[src/rtl/game_pkg.sv]
// Playfield and sprite geometry shared by the player bullet and enemy controllers.
package game_pkg;
    localparam int unsigned SCREEN_W    = 640;
    localparam int unsigned SCREEN_H    = 480;
    localparam int unsigned SPRITE_SIZE = 32;
    localparam int unsigned BULLET_SIZE = 8;
    localparam int unsigned NUM_BULLETS = 8;
    localparam int unsigned COORD_W     = 10;

    // Bullet spawns horizontally centred on the sprite, directly above it.
    localparam int unsigned SPAWN_X_OFF = (SPRITE_SIZE - BULLET_SIZE) / 2;
    localparam int unsigned SPAWN_Y_OFF = BULLET_SIZE;
endpackage

[src/rtl/bullet_slot_picker.sv]
// Lowest-index free slot priority encoder over the bullet pool.
module bullet_slot_picker #(
    parameter int unsigned NUM_BULLETS = 8,
    parameter int unsigned IDX_W       = (NUM_BULLETS > 1) ? $clog2(NUM_BULLETS) : 1
) (
    input  logic [NUM_BULLETS-1:0] active,
    output logic [IDX_W-1:0]       free_idx,
    output logic                   any_free
);
    always_comb begin
        free_idx = '0;
        any_free = 1'b0;
        for (int i = NUM_BULLETS - 1; i >= 0; i--) begin
            if (!active[i]) begin
                free_idx = IDX_W'(i);
                any_free = 1'b1;
            end
        end
    end
endmodule

[src/rtl/player_bullet_controller.sv]
// Player bullet pool: spawns on fire edges, moves bullets up on move ticks,
// retires them on top exit or enemy hit.
module player_bullet_controller
    import game_pkg::COORD_W, game_pkg::SPAWN_X_OFF, game_pkg::SPAWN_Y_OFF;
#(
    parameter int unsigned NUM_BULLETS   = game_pkg::NUM_BULLETS,
    parameter int unsigned BULLET_SPEED  = 4,
    parameter int unsigned MOVE_PERIOD   = 250_000,
    parameter int unsigned FIRE_COOLDOWN = 2_500_000
) (
    input  logic                           clk25,
    input  logic                           rst,
    input  logic                           enable,
    input  logic                           fire_btn,
    input  logic [COORD_W-1:0]             player_x,
    input  logic [COORD_W-1:0]             player_y,
    input  logic [NUM_BULLETS-1:0]         bullet_hit,
    output logic [COORD_W*NUM_BULLETS-1:0] bullet_x_flat,
    output logic [COORD_W*NUM_BULLETS-1:0] bullet_y_flat,
    output logic [NUM_BULLETS-1:0]         bullet_active_flat
);
    localparam int unsigned IDX_W = (NUM_BULLETS > 1) ? $clog2(NUM_BULLETS) : 1;
    localparam int unsigned MV_W  = $clog2(MOVE_PERIOD);
    localparam int unsigned CD_W  = $clog2(FIRE_COOLDOWN + 1);

    logic              fire_prev;
    logic [CD_W-1:0]   cooldown;
    logic [MV_W-1:0]   move_cnt;
    logic [IDX_W-1:0]  free_idx;
    logic              any_free;

    logic              press_ok_c;
    logic              spawn_ok_c;
    logic              tick_c;
    logic [COORD_W-1:0] spawn_x_c;
    logic [COORD_W-1:0] spawn_y_c;

    bullet_slot_picker #(
        .NUM_BULLETS (NUM_BULLETS),
        .IDX_W       (IDX_W)
    ) u_picker (
        .active   (bullet_active_flat),
        .free_idx (free_idx),
        .any_free (any_free)
    );

    // A press is consumed by the edge detector even when the pool is full.
    always_comb begin
        press_ok_c = fire_btn && !fire_prev && enable && (cooldown == '0) && any_free;
        spawn_ok_c = press_ok_c && (player_y >= COORD_W'(SPAWN_Y_OFF));
        tick_c     = (move_cnt == MV_W'(MOVE_PERIOD - 1));
        spawn_x_c  = player_x + COORD_W'(SPAWN_X_OFF);
        spawn_y_c  = player_y - COORD_W'(SPAWN_Y_OFF);
    end

    always_ff @(posedge clk25) begin
        if (rst) begin
            fire_prev          <= 1'b0;
            cooldown           <= '0;
            move_cnt           <= '0;
            bullet_active_flat <= '0;
            bullet_x_flat      <= '0;
            bullet_y_flat      <= '0;
        end else begin
            fire_prev <= fire_btn;
            if (!enable) begin
                cooldown           <= '0;
                move_cnt           <= '0;
                bullet_active_flat <= '0;
            end else begin
                move_cnt <= tick_c ? '0 : move_cnt + MV_W'(1);
                if (press_ok_c)
                    cooldown <= CD_W'(FIRE_COOLDOWN);
                else if (cooldown != '0)
                    cooldown <= cooldown - CD_W'(1);

                // Spawn only targets a slot inactive at cycle start, so it never competes with hit/move.
                for (int i = 0; i < NUM_BULLETS; i++) begin
                    if (bullet_active_flat[i]) begin
                        if (bullet_hit[i]) begin
                            bullet_active_flat[i] <= 1'b0;
                        end else if (tick_c) begin
                            if (bullet_y_flat[i*COORD_W +: COORD_W] >= COORD_W'(BULLET_SPEED))
                                bullet_y_flat[i*COORD_W +: COORD_W] <=
                                    bullet_y_flat[i*COORD_W +: COORD_W] - COORD_W'(BULLET_SPEED);
                            else
                                bullet_active_flat[i] <= 1'b0;
                        end
                    end else if (spawn_ok_c && (free_idx == IDX_W'(i))) begin
                        bullet_active_flat[i]               <= 1'b1;
                        bullet_x_flat[i*COORD_W +: COORD_W] <= spawn_x_c;
                        bullet_y_flat[i*COORD_W +: COORD_W] <= spawn_y_c;
                    end
                end
            end
        end
    end
endmodule

[config.mk]
export PLATFORM = sky130hd
export DESIGN_NAME = player_bullet_controller
export DESIGN_NICKNAME = d
export VERILOG_FILES = /design/src/rtl/game_pkg.sv /design/src/rtl/bullet_slot_picker.sv /design/src/rtl/player_bullet_controller.sv
export SDC_FILE = /design/constraint.sdc
export NUM_CORES = 1
export LEC_CHECK = 0
export ABC_CLOCK_PERIOD_IN_PS = 3300
export BUFFER_PORTS_ARGS = -buffer_cell sky130_fd_sc_hd__buf_2
export CORE_MARGIN = 4
export CORE_UTILIZATION = 33
export CTS_BUF_LIST = sky130_fd_sc_hd__clkbuf_8
export DETAILED_ROUTE_END_ITERATION = 10
export GPL_ROUTABILITY_DRIVEN = 1
export GPL_TIMING_DRIVEN = 0
export SYNTH_ARGS = -nofsm -noshare
export SYNTH_HDL_FRONTEND = slang
export SYNTH_SLANG_ARGS = --single-unit
[constraint.sdc]
create_clock -name clk25 -period 3.3 [get_ports clk25]
set_input_delay 0.495 -clock clk25 [delete_from_list [all_inputs] [get_ports clk25]]
set_output_delay 0.495 -clock clk25 [all_outputs]
set_load 0.02 [all_outputs]
==> reports/qor.yml <==
flow_run:
  drv.max_cap_violation_count: 0
layout:
  num-fill-cells: 3125
  multi_input_comb_area_um2: 5490
  syn2layout_area_growth_pct: 22.8
  layout.cell_area.non_filler_um2: 12300
  layout-drive-gt1-share: 0.198
  final_net_count: 1535
  sequential_cell_area_um2: 4180
route:
  drt_pass1_iterations: 5
  dr_vias: 10200
  vias_per_cell: 5.39
  drt_first_iter_violations: 799
  wirelength_met1_um: 15200
  finalWirelength_um: 35300
  antenna_nets_post_route: 0
  highest_layer: "met5"
  routed-wl-met2_um: 16300
  detail_route.drc_violations: 0
  detail_routed_net_length_per_standard_cell_um: 18.6
  met3RoutedLength_um: 2510
floorplan:
  die-width_um: 182
  floorplan.rows: 63
  initial_utilization: 0.337
  die_area_um2: 33300
  design.core.area_um2: 29800
  io_pins: 200
  die_ht_um: 182
setup_path:
  crit_arrival_ps: 3470
  crit_path_start_kind: "flop"
  timing.critical_path.to_type: "flop"
  worst_path_dominant_cell_family: "simple AND/OR/NAND/NOR gates"
  rr_startpoint: "bullet_active_flat[0]"
  critical_path_class: "reg -> reg"
  crit_chain: "buf_2 > clkinv_1 > a211oi_1 > nand3_1 > nor4_2 > mux2i_1 > nor2_1"
  crit_path_top_delay_cell: "sky130_fd_sc_hd__nor4_2"
  worst_ep_required_time_ps: 3680
  cp_max_fo: 10
  critical_path.n_buffers_inverters: 2
  worst_r2r_path_depth: 7
  setup.worst_path.start: "bullet_active_flat[0]"
  regToRegSetupSlack_ps: 210
  cp_peak_stage_delay_ps: 850
  reg2reg_to: "bullet_y_flat[50]"
clock_network:
  ctsHtreeMaxLevel: 2
  worst_setup_hold_path_clk_slew_ps: 60
  cts.sink_count: 209
  max-clock-path-buffers: 3
  tritoncts.num_buffers: 40
  cts_tree: "done"
  cts_root_buf: "sky130_fd_sc_hd__clkbuf_8"
  insertion_delay_ps: 540
  hold_buffers: 0
sta:
  grt_setup_unrepaired: "no"
  drv_slew: 0
  worstMarginPinSlew_ps: 1220
  final_clock_period_utilization_by_the_worst_path: 0.936
  timing_hold_violations_final: 0
  setup_violations: 0
  worst_case_clock_skew_ps: 13.8
  fin_crit_ps: 3090
  remaining_max_slew_budget_at_the_tightest_pin: 0.179
  max_clock_freq_ghz: 0.324
synth:
  synthTopCellsByArea: "sky130_fd_sc_hd__dfxtp_1, sky130_fd_sc_hd__nor2_1, sky130_fd_sc_hd__a21oi_1"
  synth_most_common_cell: "sky130_fd_sc_hd__dfxtp_1"
  postSynth.topFlopCell: "sky130_fd_sc_hd__dfxtp_1"
  post_synth_num_cell_types: 69
  postSynthRegisterBits: 209
  avgSynthCellArea_um2: 8.10
  synth.cell_area_um2: 10000
  synthCells: 1240
  async_flop_share: 0
  synth_top_area_share: 0.417
  synth_area_leader_cell: "sky130_fd_sc_hd__dfxtp_1"
  yosys-top-cells-count: "sky130_fd_sc_hd__dfxtp_1, sky130_fd_sc_hd__nor2_1, sky130_fd_sc_hd__nand2_1"
  synth-edff-count: 0
  synth.net_count: 1292
  synth_sequential_area_ratio: 0.417
  yosysWarnings: 0
grt:
  first_global_vias: 9612
  globalRoute.totalOverflow: 0
  antenna_found_initial: 2
  grt_util_all_layers: 0.204
  global_route_wire_length_before_repair_um: 54500
  grt_max_degree: 11
hold_path:
  whs_path_depth: 2
  worstHoldStart: "fire_btn"
  min_to: "fire_prev"
  worst_hold_path_type: "in -> reg"
pwr:
  power.static_leakage_nw: 4.75
  power_density_over_the_cells_nw_per_um2: 613
  p_sw_frac: 0.366
  seq_power_share: 0.376
  p_total_mw: 7.56
  internal_power_mw: 4.79
  clock_power_share: 0.313
  power.combinational.fraction: 0.311
  power.ir.vdd_worst_mv: 0.464
  p_switching_mw: 2.77
place:
  port_buffers: 194
  hpwl_um: 25400
  finalWeightedCongestion: 0.894
  detailed_place.area_um2: 11500
status:
  run_status: "finished, final reports clean"
metal layers:
layer,vias to the layer above,track usage
met5,-,0
met4,2,0.0766
met3,90,0.0462
met2,378,0.329
met1,4896,0.269
li1,4868,-
cell usage in the layout (no fill, tap or decap), types with 4 or more instances in the layout:
cell / count
sky130_fd_sc_hd__a211oi_1: 63
sky130_fd_sc_hd__a21boi_0: 8
sky130_fd_sc_hd__a21o_1: 5
sky130_fd_sc_hd__a21oi_1: 95
sky130_fd_sc_hd__a31oi_1: 9
sky130_fd_sc_hd__and2_1: 5
sky130_fd_sc_hd__and3_1: 12
sky130_fd_sc_hd__buf_1: 4
sky130_fd_sc_hd__buf_2: 201
sky130_fd_sc_hd__buf_4: 11
sky130_fd_sc_hd__clkbuf_1: 52
sky130_fd_sc_hd__clkbuf_8: 46
sky130_fd_sc_hd__dfxtp_1: 209
sky130_fd_sc_hd__ha_1: 20
sky130_fd_sc_hd__inv_1: 49
sky130_fd_sc_hd__mux2i_1: 33
sky130_fd_sc_hd__nand2_1: 122
sky130_fd_sc_hd__nand2b_1: 10
sky130_fd_sc_hd__nand3_1: 42
sky130_fd_sc_hd__nand3b_1: 10
sky130_fd_sc_hd__nand4_1: 14
sky130_fd_sc_hd__nor2_1: 200
sky130_fd_sc_hd__nor2b_1: 15
sky130_fd_sc_hd__nor3_1: 19
sky130_fd_sc_hd__nor3b_1: 7
sky130_fd_sc_hd__nor4_1: 7
sky130_fd_sc_hd__nor4_4: 4
sky130_fd_sc_hd__nor4b_1: 4
sky130_fd_sc_hd__o211ai_1: 11
sky130_fd_sc_hd__o21a_1: 6
sky130_fd_sc_hd__o21ai_0: 72
sky130_fd_sc_hd__o21ai_1: 4
sky130_fd_sc_hd__o21ba_2: 4
sky130_fd_sc_hd__o22ai_1: 15
sky130_fd_sc_hd__o31a_1: 5
sky130_fd_sc_hd__o31ai_1: 4
sky130_fd_sc_hd__or3_1: 8
sky130_fd_sc_hd__or4_1: 12
sky130_fd_sc_hd__xnor2_1: 16
sky130_fd_sc_hd__xor2_1: 18
final cells by class:
| type | instances | area share |
|---|---|---|
| antenna | 1 | 0.000203 |
| buffer | 69 | 0.0236 |
| clock buffer | 46 | 0.0513 |
| clock inverter | 22 | 0.00761 |
| inverter | 35 | 0.0107 |
| multi-input combinational | 927 | 0.445 |
| sequential | 209 | 0.339 |
| tap | 390 | 0.0396 |
| timing repair buffer | 201 | 0.0830 |
worst max path at each step:
stage | cells past startpoint | end
after global routing | 10 | bullet_y_flat[28]
after floorplan | 10 | bullet_x_flat[74]
final | 7 | bullet_y_flat[50]
after CTS | 8 | bullet_y_flat[29]
after detailed placement | 8 | bullet_y_flat[14]
after global placement | 8 | bullet_y_flat[24]
cell families after synthesis:
kind of cell / synth area share
AOI/OAI and AO/OA: 0.193
and+or+nand+nor: 0.257
DFF: 0.417
xor gates and xnor gates: 0.0331
adders and majority gates: 0.0249
buffers and inverters: 0.0420
muxes: 0.0329
repair_timing:
action,4_1_cts,5_1_grt
pin swaps,0,3
cloned,0,0
endpoints found under the hold margin,0,0
resized for setup,0,5
buffers inserted,0,7
endpoints found under the setup margin,16,128
power by group through the flow:
stage | combinational, mW | clock (mW) | sequential (mW)
3_5_place_dp | 2.16 | 0 | 2.89
3_3_place_gp | 2.14 | 0 | 2.88
5_1_grt | 2.57 | 2.54 | 2.86
2_1_floorplan | 1.58 | 0 | 2.91
6_report | 2.35 | 2.36 | 2.84
4_1_cts | 2.17 | 2.42 | 2.84
metrics by stage:
stage               setup TNS, ps  worst slack [ps]  hold slack, ps  cells  utilization
floorplan                       0               760             413   1240            -
global placement            -2990              -189             425   1824        0.386
detailed placement          -2760              -204             432   1824        0.386
CTS                         -2770              -216             189   1892        0.411
global route                    0              12.2             221   1900        0.414
finish                          0               210             241   1900        0.414
sequential cells by signal (all words and copies together), names as in the netlist:
name and cells:
move_cnt 18, bullet_x_flat 80, bullet_active_flat 8, cooldown 22, bullet_y_flat 80, fire_prev 1
Power figures use the tool's default switching activity.
